$ cat config.mk
export PLATFORM = sky130hd
export DESIGN_NAME = rgb_pwm_driver
export DESIGN_NICKNAME = d
export VERILOG_FILES = /design/src/rtl/rgb_pwm_pkg.sv /design/src/rtl/rgb_pwm_channel.sv /design/src/rtl/rgb_pwm_driver.sv
export SDC_FILE = /design/constraint.sdc
export NUM_CORES = 1
export LEC_CHECK = 0
export CAP_MARGIN = 20
export CELL_PAD_IN_SITES_DETAIL_PLACEMENT = 0
export CELL_PAD_IN_SITES_GLOBAL_PLACEMENT = 2
export CORE_MARGIN = 10
export CORE_UTILIZATION = 42
export CTS_CLUSTER_SIZE = 40
export DETAILED_ROUTE_END_ITERATION = 7
export GPL_TIMING_DRIVEN = 0
export PLACE_DENSITY_LB_ADDON = 0.05
export SLEW_MARGIN = 20
export SYNTH_ARGS = -nofsm -noshare
export SYNTH_HDL_FRONTEND = slang
export SYNTH_SLANG_ARGS = --single-unit
$ cat constraint.sdc
create_clock -name CLK -period 7.1 [get_ports CLK]
set_input_delay 0.71 -clock CLK [delete_from_list [all_inputs] [get_ports CLK]]
set_output_delay 0.71 -clock CLK [all_outputs]
set_load 0.02 [all_outputs]
$ cat src/rtl/rgb_pwm_pkg.sv
// Shared constants and types for the RGB PWM output stage.
// Channel bit positions match the colour word from the pattern generator.
package rgb_pwm_pkg;

    localparam int CH_R = 2;
    localparam int CH_G = 1;
    localparam int CH_B = 0;

    localparam int DEF_PWM_BITS = 8;
    localparam int DEF_PRESC    = 256;
    localparam int DEF_FADE_DIV = 4;

    typedef logic [DEF_PWM_BITS-1:0] pwm_level_t;

endpackage

$ cat src/rtl/rgb_pwm_channel.sv
// One LED channel: latches its target at period boundaries, snaps or ramps its level, registers the PWM compare.
// Latency: LED follows pwm_cnt by 1 clock; no backpressure, output is driven every clock.
module rgb_pwm_channel
    import rgb_pwm_pkg::*;
#(
    parameter int PWM_BITS = DEF_PWM_BITS
) (
    input  logic                CLK,
    input  logic                RST,
    input  logic                bnd,
    input  logic                fstep,
    input  logic                fade_en,
    input  logic                rgb_on,
    input  logic [PWM_BITS-1:0] bright,
    input  logic [PWM_BITS-1:0] pwm_cnt,
    output logic                led,
    output logic                busy
);

    logic [PWM_BITS-1:0] tgt;
    logic [PWM_BITS-1:0] lvl;

    // The level update uses the target held before this boundary, so a new colour lags one period.
    always_ff @(posedge CLK) begin
        if (RST) begin
            tgt <= '0;
            lvl <= '0;
            led <= 1'b0;
        end else begin
            led <= (pwm_cnt < lvl);
            if (bnd) begin
                tgt <= rgb_on ? bright : '0;
                if (!fade_en) begin
                    lvl <= tgt;
                end else if (fstep) begin
                    if (lvl < tgt) begin
                        lvl <= lvl + PWM_BITS'(1);
                    end else if (lvl > tgt) begin
                        lvl <= lvl - PWM_BITS'(1);
                    end
                end
            end
        end
    end

    assign busy = (lvl != tgt);

endmodule

$ cat src/rtl/rgb_pwm_driver.sv
// Per-channel PWM drive for an RGB LED with global brightness and optional linear cross-fade.
// Latency: duty changes apply at period boundaries; LED_PWM is registered, 1 clock behind the PWM counter.
module rgb_pwm_driver
    import rgb_pwm_pkg::*;
#(
    parameter int PWM_BITS = DEF_PWM_BITS,
    parameter int PRESC    = DEF_PRESC,
    parameter int FADE_DIV = DEF_FADE_DIV
) (
    input  logic                CLK,
    input  logic                RST,
    input  logic [2:0]          RGB_IN,
    input  logic [PWM_BITS-1:0] BRIGHT,
    input  logic                FADE_EN,
    output logic [2:0]          LED_PWM,
    output logic                BUSY
);

    localparam int PRESC_W = (PRESC > 1) ? $clog2(PRESC) : 1;
    localparam int FADE_W  = (FADE_DIV > 1) ? $clog2(FADE_DIV) : 1;

    logic [PRESC_W-1:0]  presc;
    logic [PWM_BITS-1:0] pwm_cnt;
    logic [FADE_W-1:0]   fcnt;
    logic                tick;
    logic                bnd;
    logic                fstep;
    logic [2:0]          ch_busy;

    assign tick  = (presc == PRESC_W'(PRESC - 1));
    assign bnd   = tick && (&pwm_cnt);
    assign fstep = bnd && (fcnt == FADE_W'(FADE_DIV - 1));

    // fcnt runs regardless of FADE_EN so enabling fade never realigns the step cadence.
    always_ff @(posedge CLK) begin
        if (RST) begin
            presc   <= '0;
            pwm_cnt <= '0;
            fcnt    <= '0;
        end else begin
            presc <= tick ? '0 : presc + PRESC_W'(1);
            if (tick) begin
                pwm_cnt <= pwm_cnt + PWM_BITS'(1);
            end
            if (bnd) begin
                fcnt <= (fcnt == FADE_W'(FADE_DIV - 1)) ? '0 : fcnt + FADE_W'(1);
            end
        end
    end

    for (genvar c = 0; c < 3; c++) begin : g_ch
        rgb_pwm_channel #(
            .PWM_BITS(PWM_BITS)
        ) u_ch (
            .CLK    (CLK),
            .RST    (RST),
            .bnd    (bnd),
            .fstep  (fstep),
            .fade_en(FADE_EN),
            .rgb_on (RGB_IN[c]),
            .bright (BRIGHT),
            .pwm_cnt(pwm_cnt),
            .led    (LED_PWM[c]),
            .busy   (ch_busy[c])
        );
    end

    assign BUSY = |ch_busy;

endmodule

======== Yosys cells after proc, flatten, opt, wreduce, memory -nomap -nowiden ========
Cells that the tools add are included.
storage, ports and cells
  register bits ........................... 69
  input bits .............................. 14
  output and inout bits ................... 4
  word-level logic and storage cells ...... 63
operators by class
  add/sub/neg operators ................... 9
  magnitude comparators ................... 9
  eq/ne operators ......................... 9
  muxes and demuxes ....................... 16
  reduce and logical (&&, ||, !) cells .... 8
operator list
  cell                                                   count
  two-way mux 8 bit                                      15
  less-than comparator 8 bit                             6
  adder 8 x 1 -> 8 bit, second input constant            5
  > comparator 8 bit                                     3
  inequality test 8 bit                                  3
  subtractor 8 x 1 -> 8 bit, second input constant       3
  inequality test 3 x 1 -> 1 bit, second input constant  3
  AND reduction 3 bit                                    3
  == test 8 bit, second input constant                   1
  AND reduction 8 bit                                    1
  OR reduction 3 bit                                     1
  adder 2 x 1 -> 2 bit, second input constant            1
  == test 2 bit, second input constant                   1
  logical AND 1 bit                                      2
  two-way mux 2 bit                                      1
  inequality test 2 x 1 -> 1 bit, second input constant  1
  OR reduction 2 bit                                     1

======== Depth between registers and ports, before layout ========
  depth in word-level cells ............... 5
  depth in mapped cells ................... 12
  gate-level depth less buffers ........... 12

======== By module ========
A second synthesis with hierarchy kept.
second synthesis, totals
  cell total of the unflattened synthesis .. 600
  area, all modules ....................... 5293.8 um^2
modules (own cells, without submodules)
  module           times used  cells an instance  area an instance (um^2)
  rgb_pwm_channel  3           167                1466.4
  rgb_pwm_driver   1           99                 894.6

======== Least setup slack after synthesis ========
No wires, ideal clock.
  path kind ............................... register to register
  start point ............................. reg g_ch[1].u_ch.lvl[0]
  end point ............................... reg g_ch[1].u_ch.lvl[6]
  arrival ................................. 3.259 ns
  data required time ...................... 6.984 ns
  path slack .............................. 3.725 ns
  stages on the path, launching flop included .. 13
  path buffers ............................ 0
  period minus slack after synthesis ...... 3.375 ns
  path through ............................ dfxtp_1 -> inv_1 -> ha_1 -> nand4b_1 -> and3_1 -> o21ai_0 -> ha_1 -> a21o_1 -> a21o_1 -> a21oi_1 -> mux2i_1 -> or4_1 -> and3_1
between the ends
  word-level cells in the longest chain between the ends .. 5
  elaborated cells between the ends (all ways) .. 10
  classes of those cells .................. add/sub (2); order compare (2); eq/ne (1); mux (4); reduce/logical (1)
ends and longest elaborated chain
  element                    RTL line               RTL
  start: declaration         rgb_pwm_channel.sv:21  logic [PWM_BITS-1:0] lvl;
  start signal: assignment   rgb_pwm_channel.sv:34  lvl <= tgt;
  start signal: assignment   rgb_pwm_channel.sv:37  lvl <= lvl + PWM_BITS'(1);
  start signal: assignment   rgb_pwm_channel.sv:39  lvl <= lvl - PWM_BITS'(1);
  subtractor 8 x 1 -> 8 bit  rgb_pwm_channel.sv:39
  two-way mux 8 bit          rgb_pwm_channel.sv:38  end else if (lvl > tgt) begin
  two-way mux 8 bit          rgb_pwm_channel.sv:36  if (lvl < tgt) begin
  two-way mux 8 bit          rgb_pwm_channel.sv:35  end else if (fstep) begin
  two-way mux 8 bit          rgb_pwm_channel.sv:33  if (!fade_en) begin
Several ways; a longest one is shown, not always the timed one. The select of a mux whose other input is x is not followed.
A chain may end at the register's enable or synchronous reset.

======== Final worst setup path ========
  start point ............................. reg g_ch[0].u_ch.lvl[1]
  end point ............................... reg g_ch[0].u_ch.lvl[7]
between the ends
  word-level cells in the longest chain between the ends .. 5
  elaborated cells between the ends (all ways) .. 10
  classes of those cells .................. add/sub (2); order compare (2); eq/ne (1); mux (4); reduce/logical (1)
ends and longest elaborated chain
  element                    RTL line
  start: declaration         rgb_pwm_channel.sv:21
  start signal: assignment   rgb_pwm_channel.sv:34
  start signal: assignment   rgb_pwm_channel.sv:37
  start signal: assignment   rgb_pwm_channel.sv:39
  subtractor 8 x 1 -> 8 bit  rgb_pwm_channel.sv:39
  two-way mux 8 bit          rgb_pwm_channel.sv:38
  two-way mux 8 bit          rgb_pwm_channel.sv:36
  two-way mux 8 bit          rgb_pwm_channel.sv:35
  two-way mux 8 bit          rgb_pwm_channel.sv:33
Several ways; a longest one is shown, not always the timed one. The select of a mux whose other input is x is not followed.

==> summary.md <==
| Metric | Value |
|---|---|
| Cell area after layout | 0.005518 mm2 |
| Clk pwr share | 0.512 |
| Hold Buf Count CTS | 0 |
| Detailed Place HPWL | 10550 um |
| Die Y-Extent | 128.0 um |
| Worst hold path depth | 2 |
| Worst-Skew Late Latency | 0.35 ns |
| Vias | 4253 |
| Post-Synth Adder-Cell Area | 0.1884 |
| Netlist cell types | 64 |
| Achievable frequency | 274.3 MHz |
| Largest net degree at the start of global routing | 13 |
| Post-Syn Instances | 573 |
| Routed len/inst | 18.76 um |
| Sw frac | 0.2383 |
| Fin. max-slew vios | 0 |
| CTS Buf Count | 9 |
| Skew final | 0.004527 ns |
| Comb power frac | 0.046 |
| H-Tree Level Count | 3 |
| Hold/Removal Path Class | flop to flop |
| Port Buffers | 14 |
| # setup viols final | 0 |
| Die width | 128.0 um |
| Critical path launch point type | flop |
| Synthesized area | 0.004902 mm2 |
| Tmin final | approximately 3.6 ns |
| Synth Area in XOR/XNOR | 0.05003 |
| Final Wtd Congestion | 0.8144 |
| First-pass iteration count of the detailed router | 7 |
| Commonest cells after routing, fill and taps aside | ha_1, dfxtp_1, inv_1 |
| Compound-Gate Fraction of Synth Area | 0.2106 |
| Core ar. | roughly 0.011 mm2 |
| # clock sinks | just under 70 |
| Setup crit end kind | flop |
| Hold slack | about 0.45 ns |
| Int Power | approximately 670 uW |
| Arrival @ worst endpoint | approximately 3.9 ns |
| Antenna diode instance count | 0 |
| Area of the multi-input gates | 0.003169 mm2 |
| FF-to-FF path depth | 12 |
| Ys Warns | 0 |
| Layout fillers | about 1200 |
| Critical Path Fanout Max | 6 |
| Number of flops mapped to enable cells by yosys | 0 |
| Post_cts resized | 0 |
| Worst setup path class | flop to flop |
| Critical Path RT | 7.33 ns |
| GR Overflow Total | 0 |
| Final Hold Fails | 0 |
| Pwr Density | 159.9 mW/mm2 |
| Reg power frac | 0.442 |
| Multiplexer share of the synthesized area | 0.02450 |
| Synthesized flop and latch total | 69 |
| Mapped Avg Cell Area | 8.555 um2 |
| LEAKAGE | between 0.002 and 0.0025 uW |
| Peak supply drop | ~0.17 mV |
| Placed cells | ~730 |
| Share of cells above drive strength 1 | 0.08113 |
| CTS root buffer | clkbuf_16 |
| Max-cap violations | 0 |
| Top-Level Pins | 18 |
| Initial antenna violation count | 0 |
| Initial DRC count | 283 |
| Tot Pwr | 882.0 uW |
| Status | completed |
| Slew HR | 0.3975 |
| Area after DPL | 0.005226 mm2 |
| Largest family of logic cells by synthesized area | compound AO/OA/AOI/OAI gates |
| Remaining DRCs | 0 |
| Net Count, Synth | 659 |
| Max clock buf depth | 2 |
| CTS tree | yes |
| DR vias/cell | 5.693 |
| Post-CTS Repair Setup Buffers | 0 |
| Antenna Nets Post-Route | 0 |
| Die Area | 0.01639 mm2 |
| Seq/Total Area, Yosys | 0.2818 |
| Top_reg_cell synth | dfxtp_1 |
| Setup TNS | 0 ns |
| Starting density of the core | 0.4293 |
| Vias in the first global route | 4195 |
| RSZ-0062 raised after global routing | false |
| Ys async rst share | 0 |
| Final #Nets | 685 |
| Global-route wire length before repair | 22540 um |
| Slew @ Worst Pin | 0.9037 ns |
| Reg area | between 0.001 and 0.0015 mm2 |
| Fin cells | around 750 |
| Clock slew seen by the registers of the worst setup and hold paths | 0.06 ns |
| Routed WL | 14020 um |
| Final Cycle Share | 0.5134 |
| Total global routing track utilization | 0.1773 |
| Sw Pwr | ~210 uW |
| Rows | 39 |
| Layout overhead on the synthesized area | 12.56% |
| Simple-gate share of the synthesized area | 0.1730 |
## worst paths after layout
| kind | startpoint | endpoint | slack (ns) |
|---|---|---|---|
| worst min-delay path | g_ch[0].u_ch.tgt[3] | g_ch[0].u_ch.tgt[3] | 0.45 |
| worst min register to register | g_ch[0].u_ch.tgt[3] | g_ch[0].u_ch.tgt[3] | 0.45 |
| worst max register to register | g_ch[0].u_ch.lvl[1] | g_ch[0].u_ch.lvl[7] | 3.46 |
| worst max-delay path | g_ch[0].u_ch.lvl[1] | g_ch[0].u_ch.lvl[7] | 3.46 |
## logic make-up after synthesis
| group | count (synthesis) |
|---|---|
| XOR/XNOR | 28 |
| buffers and inverters | 80 |
| flip-flops | 69 |
| AND/OR/NAND/NOR | 158 |
| multiplexers | 12 |
| adder cells (fa/ha/maj) | 72 |
| AO/OA/AOI/OAI | 154 |
## power groups by stage
stage                     Sequential (uW)  Clock, uW  Combinational [uW]
after detailed placement              399          0                40.0
after global placement                399          0                39.4
after floorplan                       398          0                20.6
final                                 390        452                40.2
after CTS                             390        464                40.0
after global routing                  390        480                43.2
## flip-flops by register name, summed over array words and instances (netlist names)
name	count
fcnt	2
g_ch.u_ch.led	3
g_ch.u_ch.lvl	24
g_ch.u_ch.tgt	24
presc	8
pwm_cnt	8
## cells in the mapped netlist, drive strengths merged, types with 2 or more instances
master,instances,area [um2]
nand4,8,50.05
a31oi,10,62.56
nor3b,2,26.28
o2bb2ai,2,17.52
and3,7,45.05
o22a,2,17.52
nor2,29,123.9
o21a,4,30.03
fa,3,60.06
a21o,18,135.1
xnor2,17,148.9
nor3,4,31.28
a21oi,48,240.2
nand2b,4,25.02
a31o,2,35.03
a211oi,13,127.6
dfxtp,69,1381
mux2i,12,120.1
nand2,45,168.9
clkbuf,18,68.81
a2111oi,2,17.52
o311a,3,30.03
o221ai,2,17.52
a211o,6,52.55
o21bai,5,37.54
nand3b,6,45.04
ha,69,863.3
o22ai,2,12.51
and4,3,26.28
buf,12,95.09
or3,5,37.54
xor2,11,96.34
nor4bb,2,20.02
o21ai,29,145.1
nor2b,3,18.77
nand3,32,165.2
inv,50,187.7
## metal layers
layer	part of all wire	global-route usage	wire length, um	vias to the layer above
met5	0	0	0	-
met4	0.021	0.06821	289	0
met3	0.041	0.03805	580	19
met2	0.46	0.2838	6457	88
met1	0.48	0.2276	6689	2040
li1	-	-	-	2106
## final cells by class
| type | instances | area share |
|---|---|---|
| well taps | 143 | 0.03243 |
| clock buffers | 9 | 0.04082 |
| multi-input cells | 424 | 0.5744 |
| clock inverters | 7 | 0.01202 |
| plain buffers | 30 | 0.02971 |
| inverters | 50 | 0.03401 |
| flip-flops and latches | 69 | 0.2503 |
| repair buffers | 15 | 0.02630 |
## per-stage QoR
stage	setup WS (ns)	utilization
after floorplan	3.725	-
after global placement	3.216	0.4573
after detailed placement	3.475	0.4577
after CTS	3.454	0.4832
after global routing	3.202	0.4832
final	3.455	0.4832
## critical path: stages (launching register included)
cell and delay, ns:
dfxtp_1 0.46, ha_1 0.27, and3_1 0.19, a221oi_1 0.48, o21ai_0 0.31, buf_2 0.26, ha_1 0.30, a211oi_1 0.29
o21bai_1 0.16, or3_1 0.32, a31oi_1 0.23, xnor2_1 0.16, o2bb2ai_1 0.09
Note: power is estimated with default switching activity, not from simulation.
